--- src/rtl/fpga_config_loader.sv ---
// Streams a bitstream of IN_WIDTH words into CFG_WIDTH frames, strobes one configuration
// chain per frame, then settles and enables the fabric flip-flops.
module fpga_config_loader #(
   parameter int CFG_WIDTH     = 224,
   parameter int NUM_CHAINS    = 43,
   parameter int IN_WIDTH      = 32,
   parameter int SETTLE_CYCLES = 10
) (
   input  logic                  clock,
   input  logic                  rst,
   input  logic                  start,
   input  logic                  s_valid,
   output logic                  s_ready,
   input  logic [IN_WIDTH-1:0]   s_data,
   input  logic                  s_last,
   output logic [CFG_WIDTH-1:0]  configs_in,
   output logic [NUM_CHAINS-1:0] configs_en,
   output logic                  ff_en,
   output logic                  rdy,
   output logic                  err
);

   localparam int BEATS = CFG_WIDTH / IN_WIDTH;
   localparam int BW    = $clog2(BEATS + 1);
   localparam int FW    = $clog2(NUM_CHAINS + 1);
   localparam int SW    = $clog2(SETTLE_CYCLES + 1);

   typedef enum logic [2:0] {
      S_IDLE, S_ASSEMBLE, S_WRITE, S_SETTLE, S_ENABLE, S_DONE, S_ERR
   } state_t;

   state_t               state;
   logic [CFG_WIDTH-1:0] frame_q;
   logic [BW-1:0]        beat_cnt;
   logic [FW-1:0]        frame_idx;
   logic [SW-1:0]        settle_cnt;

   logic                 accept;
   logic                 frame_end;
   logic                 stream_end;
   logic [CFG_WIDTH-1:0] next_frame;

   assign accept     = s_valid & s_ready;
   assign frame_end  = (beat_cnt == BW'(BEATS - 1));
   assign stream_end = frame_end && (frame_idx == FW'(NUM_CHAINS - 1));
   // Earlier beats migrate toward the MSBs as new words arrive.
   assign next_frame = {frame_q[CFG_WIDTH-IN_WIDTH-1:0], s_data};

   always_ff @(posedge clock) begin
      if (rst) begin
         state      <= S_IDLE;
         frame_q    <= '0;
         beat_cnt   <= '0;
         frame_idx  <= '0;
         settle_cnt <= '0;
         s_ready    <= 1'b0;
         configs_in <= '0;
         configs_en <= '0;
         ff_en      <= 1'b0;
         rdy        <= 1'b0;
         err        <= 1'b0;
      end else begin
         case (state)
            S_IDLE, S_DONE, S_ERR: begin
               if (start) begin
                  state      <= S_ASSEMBLE;
                  s_ready    <= 1'b1;
                  beat_cnt   <= '0;
                  frame_idx  <= '0;
                  settle_cnt <= '0;
                  ff_en      <= 1'b0;
                  rdy        <= 1'b0;
                  err        <= 1'b0;
               end
            end
            S_ASSEMBLE: begin
               if (accept) begin
                  // s_last must coincide exactly with the final beat of the final frame.
                  if (s_last != stream_end) begin
                     state   <= S_ERR;
                     err     <= 1'b1;
                     s_ready <= 1'b0;
                  end else if (frame_end) begin
                     configs_in <= next_frame;
                     configs_en <= NUM_CHAINS'(1) << frame_idx;
                     s_ready    <= 1'b0;
                     beat_cnt   <= '0;
                     state      <= S_WRITE;
                  end else begin
                     frame_q  <= next_frame;
                     beat_cnt <= beat_cnt + BW'(1);
                  end
               end
            end
            S_WRITE: begin
               configs_en <= '0;
               frame_idx  <= frame_idx + FW'(1);
               if (frame_idx == FW'(NUM_CHAINS - 1)) begin
                  state      <= S_SETTLE;
                  settle_cnt <= '0;
               end else begin
                  state   <= S_ASSEMBLE;
                  s_ready <= 1'b1;
               end
            end
            S_SETTLE: begin
               if (settle_cnt == SW'(SETTLE_CYCLES - 1)) begin
                  state <= S_ENABLE;
                  ff_en <= 1'b1;
               end else begin
                  settle_cnt <= settle_cnt + SW'(1);
               end
            end
            S_ENABLE: begin
               state <= S_DONE;
               rdy   <= 1'b1;
            end
            default: state <= S_IDLE;
         endcase
      end
   end

endmodule

--- config.mk ---
export PLATFORM = sky130hd
export DESIGN_NAME = fpga_config_loader
export DESIGN_NICKNAME = d
export VERILOG_FILES = /design/src/rtl/fpga_config_loader.sv
export SDC_FILE = /design/constraint.sdc
export NUM_CORES = 1
export LEC_CHECK = 0
export CORE_MARGIN = 3
export CORE_UTILIZATION = 52
export DETAILED_ROUTE_END_ITERATION = 16
export PLACE_DENSITY = 0.79
export SETUP_SLACK_MARGIN = 0.5
export SYNTH_ARGS = -nofsm -noshare
export SYNTH_HDL_FRONTEND = slang
export SYNTH_SLANG_ARGS = --single-unit
--- constraint.sdc ---
create_clock -name clock -period 2.7 [get_ports clock]
set_clock_uncertainty 0.15 [all_clocks]
set_input_delay 0.54 -clock clock [delete_from_list [all_inputs] [get_ports clock]]
set_output_delay 0.54 -clock clock [all_outputs]
set_load 0.02 [all_outputs]
Word level (Yosys, flattened, before mapping):

Index checks and enable logic that the tools add are counted.

* flip-flop bits (word level): 479
* input port bits: 37
* output and inout port bits: 271
* logic and storage cells: 94

* $add $sub $neg: 3
* equality and inequality tests: 20
* shift operators: 1
* mux-type cells: 35
* bitwise gates (word level): 3
* reductions and logical operators: 21

Operators by type and width (number)
* 43-bit 2-to-1 mux: 3
* 43-bit case mux with 2 select lines: 1
* 1-bit by 6-bit << shifter with 43-bit output (first input constant): 1
* 4-bit AND reduction: 7
* 3-bit 2-to-1 mux: 9
* 2-bit inequality test (second input constant): 9
* 3-bit case mux with 5 select lines: 1
* 3-bit == test (second input constant): 4
* 4-bit 2-to-1 mux: 3
* 4-bit case mux with 3 select lines: 1
* 6-bit case mux with 2 select lines: 1
* 2-bit nonzero test: 5
* 1-bit 2-to-1 mux: 9
* 6-bit by 1-bit adder with 6-bit output (second input constant): 1
* 3-bit by 2-bit == test with 1-bit output (second input constant): 2
* 6-bit == test (second input constant): 1
* 6-bit 2-to-1 mux: 1
* 1-bit case mux with 2 select lines: 3
* 3-bit case mux with 2 select lines: 1
* 3-bit nonzero test: 2
* 5-bit AND reduction: 1
* 4-bit by 1-bit adder with 4-bit output (second input constant): 1
* 4-bit == test (second input constant): 1
* 2-bit AND reduction: 2
* other kinds (12): 13

Depth between registers and ports, before layout:

* depth in word-level cells: 6
* mapped depth: 11

Worst setup path before layout:

Ideal clock, no wire load.

* path type: register to register
* start point: register frame_idx[0]
* end point: register configs_in[0]
* library setup time: 132 ps
* data arrival time: 2082 ps
* path slack: 335 ps
* stages on the path, launching flop included: 12
* buffers on the path: 4
* cell sequence: dfxtp_1 inv_1 ha_1 clkbuf_1 inv_1 or3_4 and4_1 buf_2 buf_4 buf_2 nand2_1 a21oi_1

* word-level cells in the longest chain between the ends: 5

RTL lines
* start: declaration: line 35 `logic [FW-1:0] frame_idx;`
* start signal: assignment: line 97 `frame_idx <= frame_idx + FW'(1);`
* 6-bit == test: line 45 `assign stream_end = frame_end && (frame_idx == FW'(NUM_CHAINS - 1));`
* 1-bit logical AND: line 45
* 1-bit inequality test: line 79 `if (s_last != stream_end) begin`
* 1-bit NOT (no line)
* 4-bit AND reduction (no line)
* end signal: assignment: line 84 `configs_in <= next_frame;`
* end: declaration: line 16 `output logic [CFG_WIDTH-1:0] configs_in,`

No other way between the ends.
A chain may end at the register's enable or synchronous reset.

Worst setup path after layout:

* start point: register frame_idx[4]
* end point: register configs_in[38]

The elaborated chain is that of the path after synthesis.

==> qor.csv <==
metric;value;unit
ys_warn_count;0;
drc;0;
tightest_slew;0.813;ns
ys.flop_type;dfxtp_1;
cts_buffers;48;
synthCells;2191;
power.density;627;nW/µm²
worst_hold_slack;0.208;ns
drt-wirelength-per-cell;18.3;µm
cts.sinks;479;
end_kind;flip-flop;
reg2reg_depth;9;
clockRootBuffer;clkbuf_16;
grt_overflow_total;0;
place.gp.congestion;0.858;
grt_max_degree;109;
ys_types;55;
cap_violations;0;
crit_required;2.98;ns
diodes;0;
clockBufferDepth;3;
first_pass_iters;6;
critPathLaunchType;flip-flop;
ys_seq_elements;479;
rsz0062_at_grt;true;
setup_viol;0;
dieArea;35400;µm²
status;completed;
nNetsFinal;2508;
slew_headroom;45.8;%
finalCriticalPeriod;2.20;ns
peakVddDrop;0.759;mV
ioPinCount;308;
clk_latency;0.55;ns
initial_core_util;53.0;%
port_buffers;307;
antenna_found_initial;0;
grt_pass1_wl;80600;µm
cts-htree-levels;2;
drt-initial-drc-count;1396;
drive_gt1_share;8.01;%
grt_pass1_vias;15100;
final_hold_viol_count;0;
dp.final_hpwl;32400;µm
avgSynthCellArea;7.88;µm²
worst_ep_arrival_time;2.48;ns
synth-edff-count;0;
max_freq;454;MHz
fin_crit_sh;81.7;%
p_leak;9.73;nW
die_y;188;µm
core.rowCount;66;
worst-path-max-fanout;8;
cts_tree;built;
yosysSeqAreaShare;55.5;%
path_class;reg2reg;
core-area;32600;µm²
min_delay_path_depth;2;
synthArstFlopShare;0;%
clk_pin_slew_worst_paths;0.06;ns
fin_tns_setup;0;ns
cts_hold_buf;0;
min_path_type;in2reg;
viasPerCell;5.51;
die_w;188;µm
slew_viol_final;0;
synth_area;17300;µm²
detail-route-antenna-nets;0;
wl;53800;µm
vias;16200;
grt_usage;27.9;%
area_growth;33.6;%
syn-num-nets;2236;
## repair_timing
item,CTS,global route
pin swaps,4,2
hold endpoints to repair,0,0
gates resized for setup,227,91
buffers inserted,9,6
setup endpoints to repair,473,472
gates cloned,11,8
## worst max-delay path, stage by stage (launching register included)
cell and delay, ns:
dfxtp_4 0.34, nand4bb_4 0.27, or3_4 0.44, buf_6 0.14
and4_4 0.17, buf_12 0.16, buf_8 0.13, buf_12 0.14
nand2_2 0.07, a21oi_1 0.06
## cell usage in the layout, fill, tap and decap left out, types with 3 or more instances in the layout
master,n
a21oi_1,424
a21oi_2,6
a311oi_1,4
a31o_2,3
a31oi_1,5
buf_12,14
buf_16,16
buf_4,38
buf_6,7
clkbuf_1,11
clkbuf_16,56
clkbuf_8,13
clkdlybuf4s50_1,50
clkinv_2,5
dfxtp_1,473
dfxtp_4,4
dlygate4sd2_1,193
dlymetal6s2s_1,63
ha_1,7
inv_1,7
inv_6,3
mux2i_1,12
nand2_1,889
nand2_2,4
nand2_4,3
nand3_1,24
nand4_1,23
nor2_1,32
nor2b_1,3
nor3_1,8
nor3b_1,4
o211ai_1,3
o21ai_0,34
or4_1,3
## power by group
part,internal [mW],total [mW],leakage (nW),switching [mW]
Clock,3.88,6.62,0.776,2.74
Combinational,0.247,0.739,5.10,0.493
Sequential,7.09,7.12,3.86,0.0296
Total,11.2,14.5,9.73,3.26
## path summary, 6_finish.rpt
path / startpoint / end / slack (ns)
worst max-delay path: frame_idx[4]$_SDFFE_PP0P_ / configs_in[38]$_SDFFE_PP0P_ / 0.50
worst min register to register: configs_in[111]$_SDFFE_PP0P_ / configs_in[111]$_SDFFE_PP0P_ / 0.30
worst min-delay path: rst / configs_in[2]$_SDFFE_PP0P_ / 0.21
worst max register to register: frame_idx[4]$_SDFFE_PP0P_ / configs_in[38]$_SDFFE_PP0P_ / 0.50
## routing by layer
layer  vias to the layer above  track usage [%]  part of all wire [%]
met2                       718             45.4                    47
met1                      7665             36.8                    41
li1                       7717                -                     -
met5                         -                0                     0
met3                       102             5.93                   9.0
met4                         0             10.2                   3.5
## registers in the layout, indices dropped and copies added, names as in the netlist, 3 cells and up
signal / flops
state: 3
settle_cnt: 4
configs_in: 224
configs_en: 43
frame_q: 192
frame_idx: 6
beat_cnt: 3
## final cells by class
cell class	count	area, µm²
clock buffers	73	1450
clock inverters	12	128
fillers	2519	9550
inverters	9	33.8
multi-input cells	1535	7040
flip-flops and latches	479	9610
well taps	442	553
repair buffers	390	4270
## Yosys cell counts, types with 3 or more instances
cell | n | share of area [%]
inv_1 | 9 | 0.20
clkbuf_1 | 99 | 2.2
a311oi_1 | 4 | 0.20
buf_2 | 60 | 1.7
nor3b_1 | 4 | 0.17
nand4_1 | 23 | 0.83
a21oi_1 | 430 | 12
nor2b_1 | 3 | 0.11
dfxtp_1 | 479 | 56
mux2i_1 | 12 | 0.70
or4_1 | 3 | 0.13
ha_1 | 8 | 0.58
nor2_1 | 32 | 0.70
o211ai_1 | 3 | 0.13
nand3_1 | 24 | 0.70
nand2_1 | 896 | 19
a31oi_1 | 5 | 0.18
a31o_2 | 4 | 0.20
nor3_1 | 8 | 0.23
o21ai_0 | 34 | 0.99
buf_4 | 9 | 0.39
## logic make-up after synthesis
kind of cell	after synthesis	synth area share (%)
AO/OA/AOI/OAI	497	15.1
adder cells (fa/ha/maj)	8	0.580
XOR/XNOR	4	0.203
flip-flops	479	55.5
multiplexers	14	0.826
buffers and inverters	177	4.48
AND/OR/NAND/NOR	1012	23.3
## through the flow
stage / instance area, µm² / power (mW) / cells / setup WS [ns] / utilization, %
4_1_cts: 22600 / 14.5 / 2926 / 0.501 / 69.2
3_3_place_gp: 20800 / 7.96 / 2821 / 0.136 / 63.6
5_1_grt: 23100 / 14.9 / 2940 / 0.433 / 70.7
6_report: 23100 / 14.5 / 2940 / 0.495 / 70.7
3_5_place_dp: 20800 / 7.97 / 2821 / 0.0803 / 63.6
2_1_floorplan: 17300 / 7.72 / 2191 / 0.512 / -
No activity file was read; power rests on OpenSTA's default activity.
